<file path="src/rtl/clock_step_ctrl.sv">
// clock_step_ctrl
//   Run-time selectable slow-clock generator for pacing the student core.
//   Produces a 50%-duty registered slow clock (clk_div) and a one-cycle tick
//   that coincides with every clk_div rising edge. Two debounced buttons
//   toggle run/pause and single-step one slow period at a time.
//
// Parameters
//   DIV_MAX          board-clock cycles per slow period at rate_sel = 0
//   NRATE_BITS       width of rate_sel
//   RATE_SHIFT       right-shift of DIV_MAX applied per rate step
//   DEBOUNCE_CYCLES  consecutive stable cycles needed to accept a button level
//
// Ports
//   clk          in   board clock
//   reset        in   synchronous, active-high
//   rate_sel     in   divide-rate select, D = DIV_MAX >> (RATE_SHIFT*rate_sel), min 2
//   btn_run      in   raw button, active-high; each press toggles run/pause
//   btn_step     in   raw button, active-high; each press in pause runs one period
//   clk_div      out  registered slow clock, high D/2 cycles, low D - D/2 cycles
//   tick         out  one-cycle pulse with every clk_div rising edge
//   running      out  1 while free-running
//   cycle_count  out  slow rising edges since reset (only with CYCLE_COUNT_EN)
//
// Optional feature
//   `define CYCLE_COUNT_EN adds the cycle_count port and its 32-bit counter.

module clock_step_ctrl #(
    parameter int DIV_MAX         = 100000000,
    parameter int NRATE_BITS      = 2,
    parameter int RATE_SHIFT      = 2,
    parameter int DEBOUNCE_CYCLES = 500000
) (
    input  logic                  clk,
    input  logic                  reset,
    input  logic [NRATE_BITS-1:0] rate_sel,
    input  logic                  btn_run,
    input  logic                  btn_step,
    output logic                  clk_div,
    output logic                  tick,
    output logic                  running
`ifdef CYCLE_COUNT_EN
    ,
    output logic [31:0]           cycle_count
`endif
);

    // The period counter must hold the largest divisor, which is never below 2.
    localparam int D_MAX   = (DIV_MAX < 2) ? 2 : DIV_MAX;
    localparam int CNT_W   = $clog2(D_MAX + 1);
    localparam int DB_W    = (DEBOUNCE_CYCLES < 2) ? 1 : $clog2(DEBOUNCE_CYCLES);
    localparam logic [DB_W-1:0] DB_LAST = DB_W'(DEBOUNCE_CYCLES - 1);

    typedef enum logic [1:0] {
        S_RUN   = 2'd0,
        S_PAUSE = 2'd1,
        S_STEP  = 2'd2
    } state_t;

    // Divisor for a rate select, saturated at the low end so the slow clock
    // always has at least one high and one low cycle.
    function automatic logic [CNT_W-1:0] divisor(input logic [NRATE_BITS-1:0] sel);
        logic [31:0] d;
        d = 32'(DIV_MAX) >> (RATE_SHIFT * int'(sel));
        if (d < 32'd2) begin
            d = 32'd2;
        end
        return CNT_W'(d);
    endfunction

    // ------------------------------------------------------------------
    // Button path: bit 0 = run, bit 1 = step
    // ------------------------------------------------------------------
    logic [1:0] btn_raw;
    logic [1:0] sync_p0;
    logic [1:0] sync_p1;
    logic [1:0] press;

    assign btn_raw = {btn_step, btn_run};

    // Stage p0/p1: two-flop synchroniser for the asynchronous buttons.
    always_ff @(posedge clk) begin
        if (reset) begin
            sync_p0 <= 2'b00;
            sync_p1 <= 2'b00;
        end else begin
            sync_p0 <= btn_raw;
            sync_p1 <= sync_p0;
        end
    end

    for (genvar i = 0; i < 2; i++) begin : g_debounce
        logic            lvl_q;
        logic            lvl_d1_q;
        logic [DB_W-1:0] stable_cnt_q;

        // A new level is accepted only after it has persisted for
        // DEBOUNCE_CYCLES consecutive cycles; any return to the current
        // level restarts the count.
        always_ff @(posedge clk) begin
            if (reset) begin
                lvl_q        <= 1'b0;
                lvl_d1_q     <= 1'b0;
                stable_cnt_q <= '0;
            end else begin
                lvl_d1_q <= lvl_q;
                if (sync_p1[i] == lvl_q) begin
                    stable_cnt_q <= '0;
                end else if (stable_cnt_q == DB_LAST) begin
                    lvl_q        <= sync_p1[i];
                    stable_cnt_q <= '0;
                end else begin
                    stable_cnt_q <= stable_cnt_q + DB_W'(1);
                end
            end
        end

        // Rising edge of the debounced level only; releases are silent.
        assign press[i] = lvl_q & ~lvl_d1_q;
    end

    logic run_press;
    logic step_press;

    assign run_press  = press[0];
    assign step_press = press[1];

    // ------------------------------------------------------------------
    // Period generator and run/pause/step control
    // ------------------------------------------------------------------
    state_t           state_q;
    state_t           state_d;
    logic             start_q;       // first edge after reset begins a period
    logic             pause_req_q;
    logic             pause_req_d;
    logic             resume_req_q;
    logic             resume_req_d;
    logic [CNT_W-1:0] cnt_q;
    logic [CNT_W-1:0] cnt_d;
    logic [CNT_W-1:0] div_q;         // divisor latched at the period start
    logic [CNT_W-1:0] half;
    logic             at_last;
    logic             at_fall;
    logic             wrap;
    logic             fall;
    logic             park;
    logic             clk_div_d;
    logic             tick_d;

    assign half    = div_q >> 1;
    assign at_last = (cnt_q == div_q - CNT_W'(1));
    assign at_fall = (cnt_q == half - CNT_W'(1));

    always_comb begin
        state_d      = state_q;
        pause_req_d  = pause_req_q;
        resume_req_d = resume_req_q;
        wrap         = 1'b0;
        fall         = 1'b0;
        park         = 1'b0;

        case (state_q)
            S_RUN: begin
                // Step presses are meaningless while free-running.
                if (run_press) begin
                    pause_req_d = 1'b1;
                end
                if (start_q || at_last) begin
                    wrap = 1'b1;
                end else if (at_fall) begin
                    fall = 1'b1;
                    // Pausing on the falling edge leaves clk_div resting low.
                    if (pause_req_q) begin
                        state_d     = S_PAUSE;
                        pause_req_d = 1'b0;
                    end
                end
            end

            S_PAUSE: begin
                park = 1'b1;
                // Run has priority over a simultaneous step press.
                if (run_press) begin
                    state_d = S_RUN;
                    wrap    = 1'b1;
                    park    = 1'b0;
                end else if (step_press) begin
                    state_d = S_STEP;
                    wrap    = 1'b1;
                    park    = 1'b0;
                end
            end

            S_STEP: begin
                // Extra step presses are dropped; a run press is remembered
                // and honoured when the stepped period ends.
                if (run_press) begin
                    resume_req_d = 1'b1;
                end
                if (at_last) begin
                    resume_req_d = 1'b0;
                    if (resume_req_q || run_press) begin
                        state_d = S_RUN;
                        wrap    = 1'b1;
                    end else begin
                        state_d = S_PAUSE;
                        park    = 1'b1;
                    end
                end else if (at_fall) begin
                    fall = 1'b1;
                end
            end

            default: begin
                state_d = S_RUN;
                wrap    = 1'b1;
            end
        endcase
    end

    always_comb begin
        cnt_d     = cnt_q + CNT_W'(1);
        clk_div_d = clk_div;
        tick_d    = 1'b0;
        if (wrap) begin
            cnt_d     = '0;
            clk_div_d = 1'b1;
            tick_d    = 1'b1;
        end else if (park) begin
            cnt_d     = '0;
            clk_div_d = 1'b0;
        end else if (fall) begin
            clk_div_d = 1'b0;
        end
    end

    always_ff @(posedge clk) begin
        if (reset) begin
            state_q      <= S_RUN;
            start_q      <= 1'b1;
            pause_req_q  <= 1'b0;
            resume_req_q <= 1'b0;
            cnt_q        <= '0;
            clk_div      <= 1'b0;
            tick         <= 1'b0;
        end else begin
            state_q      <= state_d;
            start_q      <= 1'b0;
            pause_req_q  <= pause_req_d;
            resume_req_q <= resume_req_d;
            cnt_q        <= cnt_d;
            clk_div      <= clk_div_d;
            tick         <= tick_d;
        end
    end

    // The divisor is sampled only when a period starts, so a rate change
    // never shortens or glitches the period in flight. It needs no reset:
    // the first edge after reset is always a period start that loads it.
    always_ff @(posedge clk) begin
        if (wrap) begin
            div_q <= divisor(rate_sel);
        end
    end

    assign running = (state_q == S_RUN);

`ifdef CYCLE_COUNT_EN
    logic [31:0] cycle_cnt_q;

    always_ff @(posedge clk) begin
        if (reset) begin
            cycle_cnt_q <= 32'd0;
        end else if (tick) begin
            cycle_cnt_q <= cycle_cnt_q + 32'd1;
        end
    end

    assign cycle_count = cycle_cnt_q;
`endif

endmodule

</file>
<file path="config.mk">
export PLATFORM = sky130hd
export DESIGN_NAME = clock_step_ctrl
export DESIGN_NICKNAME = d
export VERILOG_FILES = /design/src/rtl/clock_step_ctrl.sv
export SDC_FILE = /design/constraint.sdc
export NUM_CORES = 1
export LEC_CHECK = 0
export ABC_AREA = 1
export BUFFER_PORTS_ARGS = -buffer_cell sky130_fd_sc_hd__buf_2
export CORE_ASPECT_RATIO = 1.4
export CORE_MARGIN = 2
export CORE_UTILIZATION = 57
export DETAILED_ROUTE_END_ITERATION = 12
export GPL_TIMING_DRIVEN = 0
export PLACE_DENSITY = 0.83
export SYNTH_ARGS = -nofsm -noshare
export SYNTH_HDL_FRONTEND = slang
export SYNTH_SLANG_ARGS = --single-unit
</file>
<file path="constraint.sdc">
create_clock -name clk -period 2.66 [get_ports clk]
set_clock_uncertainty 0.15 [all_clocks]
set_input_delay 0.133 -clock clk [delete_from_list [all_inputs] [get_ports clk]]
set_output_delay 0.133 -clock clk [all_outputs]
set_load 0.005 [all_outputs]
</file>
==> run_results.csv, run 1 <==
group,metric,value,unit
cts,htreeDepth,3,
setup_path,reg2reg_slack,-0.25,ns
synth,synth_cells,846,
finish,diodes,0,
route,vias,5525,
cts,cts_tree,"done",
hold_path,min_path_type,"flop to flop",
placed_design,place_area,5942,sq um
cts,clkTransAtPathRegs,0.07,ns
setup_path,crit_path_top_delay_cell,"edfxtp_1",
route,avgRoutedWirePerCell,14.25,um
grt,grt_pass1_vias,5329,
synth,yosys.area.top_type,"dfxtp_1",
cts,clk_latency,0.36,ns
timing,finalHoldViolations,0,
route,firstDrtPassIters,7,
floorplan,die_h,122.4,um
cts,cts_buffers,9,
floorplan,initial_utilization,57.92,%
synth,yosysUniqueCellTypes,41,
finish,nets,910,
synth,syn-num-nets,864,
grt,antenna_found_initial,0,
floorplan,pin_count,9,
route,viasPerCell,5.354,
floorplan,core-area,9846,sq um
route,wirelength,14.71,mm
power_and_ir_drop,combPwrFrac,9.3,%
power_and_ir_drop,p_per_area,464.2,nW/um^2
setup_path,cp_max_fo,8,
placed_design,place_inst,989,
cts,cts_sinks,92,
setup_path,required,2.75,ns
outcome,violations,"negative setup slack",
setup_path,crit_path_cell_trace,"inv_2 > ha_4 > ha_4 > buf_4 > nand3_4 > nor2_4 > nand2_1 > nand3_1 > nand2_1 > nor3b_2 > nand4_1 > nor2_4 > nand3_2 > nand3_4 > inv_4 > nand2_8 > clkbuf_16 > nor2_2",
synth,ys_warn_count,0,
cts,cts_buffer_depth,2,
power_and_ir_drop,p_sw,0.7666,mW
power_and_ir_drop,pwr-share-clk,43.9,%
synth,synthesis.area,5703,sq um
placed_design,portBuffers,8,
outcome,status,"finished with violations",
synth,ys.flop_type,"dfxtp_1",
timing,fin_ws,-0.2487,ns
timing,period_minus_slack,2.909,ns
setup_path,rr_worst_depth,18,
run,drv_cap,0,
synth,synth_edf_count,12,
route,ant_nets,0,
floorplan,dieArea,10830,sq um
setup_path,crit_path_start,"div_q[7]$_SDFFCE_PN0P_",
finish,area_growth,16.85,%
timing,rsz0062_at_grt,"yes",
synth,yosysSeqAreaShare,34.40,%
power_and_ir_drop,leakage,2.673,nW
grt,grt_pass1_wl,23.16,mm
route,drc,0,
synth,synthTopCellsByArea,"dfxtp_1, nand2_1, inv_1",
timing,max_freq,343.8,MHz
synth,ys_ff_latch,92,
synth,async_flop_share,0,%
placed_design,dp.final_hpwl,10.63,mm
grt,grt_max_degree,17,
power_and_ir_drop,swShare,24.78,%
finish,drive_above_1_share,15.27,%
grt,gr-total-overflow,0,
placed_design,dp_slack,-0.6741,ns
timing,finalCritPeriodShare,109.3,%
power_and_ir_drop,peakVddDrop,0.0004726,V
setup_path,worstSetupEndpointType,"flop",
grt,globalRouteTotalUtil,27.57,%
setup_path,critPathKind,"flop to flop",
synth,synth_top_area_share,28.08,%
setup_path,cp_slowest_stage_delay,0.42,ns
setup_path,regToRegStartpoint,"div_q[7]$_SDFFCE_PN0P_",
timing,drv_slew,0,
finish,stdcell_area,6664,sq um
setup_path,critPathLaunchType,"flop",
power_and_ir_drop,p_seq_share,46.8,%
timing,setup_viol,43,
placed_design,gp_congestion,0.9778,
synth,syn_avg_cell_area,6.741,sq um
setup_path,arrival,3.00,ns
setup_path,rr_endpoint,"cnt_q[13]$_SDFF_PP0_",
cts,ctsRootBufferMaster,"clkbuf_16",
setup_path,cp-endpoint,"cnt_q[13]$_SDFF_PP0_",
floorplan,die_w,88.54,um
route,drt_iter0_drc,341,
floorplan,rows,43,
finish,stdcell_count,1032,
finish,fill_cells,847,
power_and_ir_drop,intPower,2.327,mW
-- state kept, by name, summed over array words and instances (netlist names) --
name                     count
g_debounce.stable_cnt_q     38
sync_p0                      2
tick                         1
g_debounce.lvl_d1_q          2
start_q                      1
div_q                       12
state_q                      2
clk_div                      1
sync_p1                      2
resume_req_q                 1
cnt_q                       27
g_debounce.lvl_q             2
pause_req_q                  1
-- power groups by stage --
| stage | Sequential (mW) | Combinational [mW] | Clock, mW |
|---|---|---|---|
| after global routing | 1.45 | 0.315 | 1.42 |
| after detailed placement | 1.48 | 0.227 | 0 |
| final | 1.45 | 0.287 | 1.36 |
| after floorplan | 1.47 | 0.176 | 0 |
| after CTS | 1.45 | 0.260 | 1.37 |
| after global placement | 1.48 | 0.225 | 0 |
-- cell usage in the layout (no fill, tap or decap), types with 13 or more instances in the layout --
cell type and instances:
inv_1 124, o21ai_0 22, nand2_2 19, nand3_1 76
a21oi_1 27, nand4_1 13, xor2_1 38, nand2_1 183
buf_4 18, nor3_1 21, dfxtp_1 80, nor2_2 30
nor2_1 105
-- cell usage after synthesis, drive strengths merged, types with 3 or more instances --
| master | n |
|---|---|
| nor3b | 6 |
| nand3 | 85 |
| nor4 | 10 |
| clkbuf | 7 |
| a31oi | 3 |
| dfxtp | 80 |
| xnor2 | 3 |
| ha | 12 |
| nand4 | 13 |
| xor2 | 38 |
| nor3 | 29 |
| inv | 130 |
| nand2 | 203 |
| nor2 | 145 |
| a21oi | 28 |
| edfxtp | 12 |
| o21a | 3 |
| o21ai | 25 |
-- cells by family (layout without fill, tap and decap cells) --
kind of cell	after synthesis	after routing	share of synthesized area, %
other	2	2	0.1317
buffers and inverters	139	190	9.719
XOR/XNOR	41	41	6.297
adder cells (fa/ha/maj)	12	12	2.633
flip-flops	92	92	34.40
AO/OA/AOI/OAI	62	62	5.858
AND/OR/NAND/NOR	498	498	40.96
-- per-layer routing --
layer	part of all wire, %	vias up	GRT usage, %
li1	-	2792	-
met1	38	2501	27.59
met2	52	162	50.19
met3	4.1	70	5.649
met4	5.7	0	17.99
met5	0	-	0
-- stage by stage --
step / hold slack [ns] / utilization (%) / power, mW / setup TNS, ns
floorplan: 0.01072 / - / 1.649 / 0
global placement: 0.09975 / 60.35 / 1.705 / -23.26
detailed placement: 0.09935 / 60.35 / 1.708 / -24.78
CTS: 0.2642 / 65.99 / 3.080 / -5.205
global route: 0.2751 / 67.68 / 3.179 / -17.67
finish: 0.2567 / 67.68 / 3.093 / -8.690
-- repair_timing --
item                                    4_1_cts  5_1_grt
hold endpoints to repair                      8        0
setup buffers                                15        4
gates resized for setup                      15       24
endpoints found under the setup margin       55       57
gates cloned                                  0        2
hold buffers                                  6        0
pin swaps                                     9       14
-- layout make-up --
cell class                 count  area (sq um)  area share [%]
buffer                         9         66.31          0.9951
clock inverter                 6         66.31          0.9951
inverter                     130         493.0           7.398
tap                          135         168.9           2.535
sequential                    92          1962           29.44
multi-input combinational    615          3352           50.30
clock buffer                  10         250.2           3.755
timing repair buffer          35         305.3           4.581
-- critical path: cells and delay by family (launching register included) --
| family | cells | cell delay [ns] |
|---|---|---|
| AND/OR/NAND/NOR | 12 | 1.42 |
| adder cells (fa/ha/maj) | 2 | 0.34 |
| flip-flops | 1 | 0.42 |
| buffers and inverters | 4 | 0.45 |
-- how the worst min path moves through the flow --
stage | start | endpoint | slack [ns] | cells after the start
finish | sync_p0[1]$_SDFF_PP0_ | sync_p1[1]$_SDFF_PP0_ | 0.26 | 2
global route | sync_p0[1]$_SDFF_PP0_ | sync_p1[1]$_SDFF_PP0_ | 0.28 | 2
CTS | sync_p0[1]$_SDFF_PP0_ | sync_p1[1]$_SDFF_PP0_ | 0.26 | 2
detailed placement | reset | start_q$_DFF_P_ | 0.1 | 1
global placement | reset | start_q$_DFF_P_ | 0.1 | 1
floorplan | reset | start_q$_DFF_P_ | 0.01 | 0
(Power assumes the default switching activity.)
==> run 2: changes to the inputs <==
--- a/config.mk
+++ b/config.mk
@@ -9,10 +9,11 @@
 export BUFFER_PORTS_ARGS = -buffer_cell sky130_fd_sc_hd__buf_2
 export CORE_ASPECT_RATIO = 1.4
 export CORE_MARGIN = 2
-export CORE_UTILIZATION = 57
+export CORE_UTILIZATION = 60
 export DETAILED_ROUTE_END_ITERATION = 12
 export GPL_TIMING_DRIVEN = 0
-export PLACE_DENSITY = 0.83
+export HOLD_SLACK_MARGIN = 0.12
+export PLACE_DENSITY = 0.84
 export SYNTH_ARGS = -nofsm -noshare
 export SYNTH_HDL_FRONTEND = slang
 export SYNTH_SLANG_ARGS = --single-unit
==> constraint.sdc (replaced) <==
create_clock -name clk -period 3.6 [get_ports clk]
set_clock_uncertainty 0.15 [all_clocks]
set_input_delay 0.18 -clock clk [delete_from_list [all_inputs] [get_ports clk]]
set_output_delay 0.18 -clock clk [all_outputs]
set_load 0.005 [all_outputs]
==> run_results.csv, run 2 (same netlist as run 1, synthesis figures left out) <==
group,metric,value,unit
setup_path,cp_top_family,"simple AND/OR/NAND/NOR gates",
floorplan,core-area,9354,sq um
cts,cts_sinks,92,
grt,grt_pass1_wl,22.70,mm
setup_path,critPathKind,"flop to flop",
run,drv_cap,0,
finish,top_register,"g_debounce.stable_cnt_q",
route,drc,0,
outcome,status,"completed",
cts,ctsRootBufferMaster,"clkbuf_16",
setup_path,critPathBufInv,2,
setup_path,crit_path_cell_trace,"inv_2 > ha_2 > ha_1 > nand2_1 > nor2_2 > nand2_1 > nand3_1 > nand4_1 > nor2_1 > nand2_1 > nor2_1 > nand3_1 > nor2_1 > nand3_1 > nand3_4 > buf_4",
cts,clk_latency,0.35,ns
grt,grt_max_degree,17,
floorplan,initial_utilization,60.97,%
route,avgRoutedWirePerCell,13.39,um
finish,area_growth,9.741,%
timing,relSlewSlack,48.42,%
placed_design,dp.final_hpwl,10.14,mm
floorplan,dieArea,10310,sq um
timing,drv_slew,0,
setup_path,cp_slowest_stage_delay,0.44,ns
placed_design,place_inst,964,
grt,antenna_found_initial,0,
grt,gr-total-overflow,0,
timing,final.setup.tns,0,ns
placed_design,gp_congestion,1.002,
floorplan,pin_count,9,
grt,grt_pass1_vias,5060,
route,vias,5224,
hold_path,min_path_type,"flop to flop",
floorplan,rows,42,
timing,period_minus_slack,3.326,ns
timing,rsz0062_at_grt,"no",
setup_path,critPathLaunchType,"flop",
route,ant_nets,0,
timing,max_freq,300.7,MHz
route,drt_iter0_drc,349,
setup_path,crit_path_top_delay_cell,"edfxtp_1",
setup_path,required,3.49,ns
cts,cts_buffers,9,
route,wirelength,13.21,mm
timing,finalCritPeriodShare,92.39,%
setup_path,crit_path_start,"div_q[7]$_SDFFCE_PN0P_",
cts,cts_buffer_depth,2,
cts,htreeDepth,3,
cts,clkTransAtPathRegs,0.07,ns
finish,nets,890,
finish,stdcell_count,987,
placed_design,portBuffers,8,
cts,cts_tree,"done",
timing,tightest_slew,0.7630,ns
finish,diodes,0,
grt,globalRouteTotalUtil,27.44,%
finish,final_common_cell,"nand2_1",
setup_path,worstSetupEndpointType,"flop",
finish,largest_reg_flops,38,
power_and_ir_drop,p_per_area,351.2,nW/um^2
floorplan,die_h,119.4,um
route,viasPerCell,5.293,
setup_path,regToRegStartpoint,"div_q[7]$_SDFFCE_PN0P_",
setup_path,arrival,3.22,ns
hold_path,hp-start,"sync_p0[0]$_SDFF_PP0_",
timing,finalHoldViolations,0,
setup_path,cp_max_fo,12,
power_and_ir_drop,peakVddDrop,0.0002798,V
floorplan,die_w,86.40,um
finish,drive_above_1_share,10.15,%
finish,final_cell_mix,"nand2_1, inv_1, nor2_1",
route,firstDrtPassIters,5,
timing,setup_viol,0,
finish,reg_top3,"g_debounce.stable_cnt_q (38), cnt_q (27), div_q (12)",
power_and_ir_drop,leakage,2.522,nW
[run 2: final timing paths]
| check | end | slack (ns) | depth (start not counted) |
|---|---|---|---|
| worst max-delay path | div_q[15]$_SDFFCE_PP0P_ | 0.27 | 16 |
| worst min-delay path | sync_p1[0]$_SDFF_PP0_ | 0.26 | 2 |
| worst max register to register | div_q[15]$_SDFFCE_PP0P_ | 0.27 | 16 |
| worst min register to register | sync_p1[0]$_SDFF_PP0_ | 0.26 | 2 |
[run 2: layout make-up]
cell class | count | area, sq um
flip-flops and latches | 92 | 1962
multi-input cells | 615 | 3194
inverters | 130 | 488.0
well taps | 110 | 137.6
plain buffers | 9 | 66.31
repair buffers | 15 | 105.1
clock buffers | 10 | 229.0
clock inverters | 6 | 76.32
fillers | 826 | 3095
[run 2: tightest hold or removal path: stages, from the launching register on]
cell	delay, ns
dfxtp_1	0.30
inv_1	0.04
nor2_1	0.03
[run 2: layer usage]
metal	part of all wire [%]	global-route usage, %
met5	0	0
met4	3.2	11.23
met3	3.1	5.198
met2	52	48.13
met1	42	32.18
[run 2: what timing repair did]
item,in CTS,in global routing
hold buffers,5,0
endpoints found under the setup margin,0,41
setup buffers,0,2
resized for setup,0,3
endpoints found under the hold margin,8,0
[run 2: per-stage QoR]
stage	worst slack [ns]	instance area [sq um]	hold slack (ns)	power [mW]	utilization, %
2_1_floorplan	0.7091	5703	0.05772	1.215	-
3_3_place_gp	0.09174	5881	0.1459	1.251	62.87
3_5_place_dp	0.06180	5881	0.1480	1.254	62.87
4_1_cts	0.03901	6236	0.2602	2.203	66.67
5_1_grt	0.003168	6259	0.2897	2.269	66.91
6_report	0.2740	6259	0.2562	2.198	66.91
[run 2: power by group]
part	internal, mW	leakage [nW]	switching [mW]
Sequential	1.05	0.767	0.0146
Combinational	0.0593	1.61	0.113
Clock	0.545	0.145	0.412
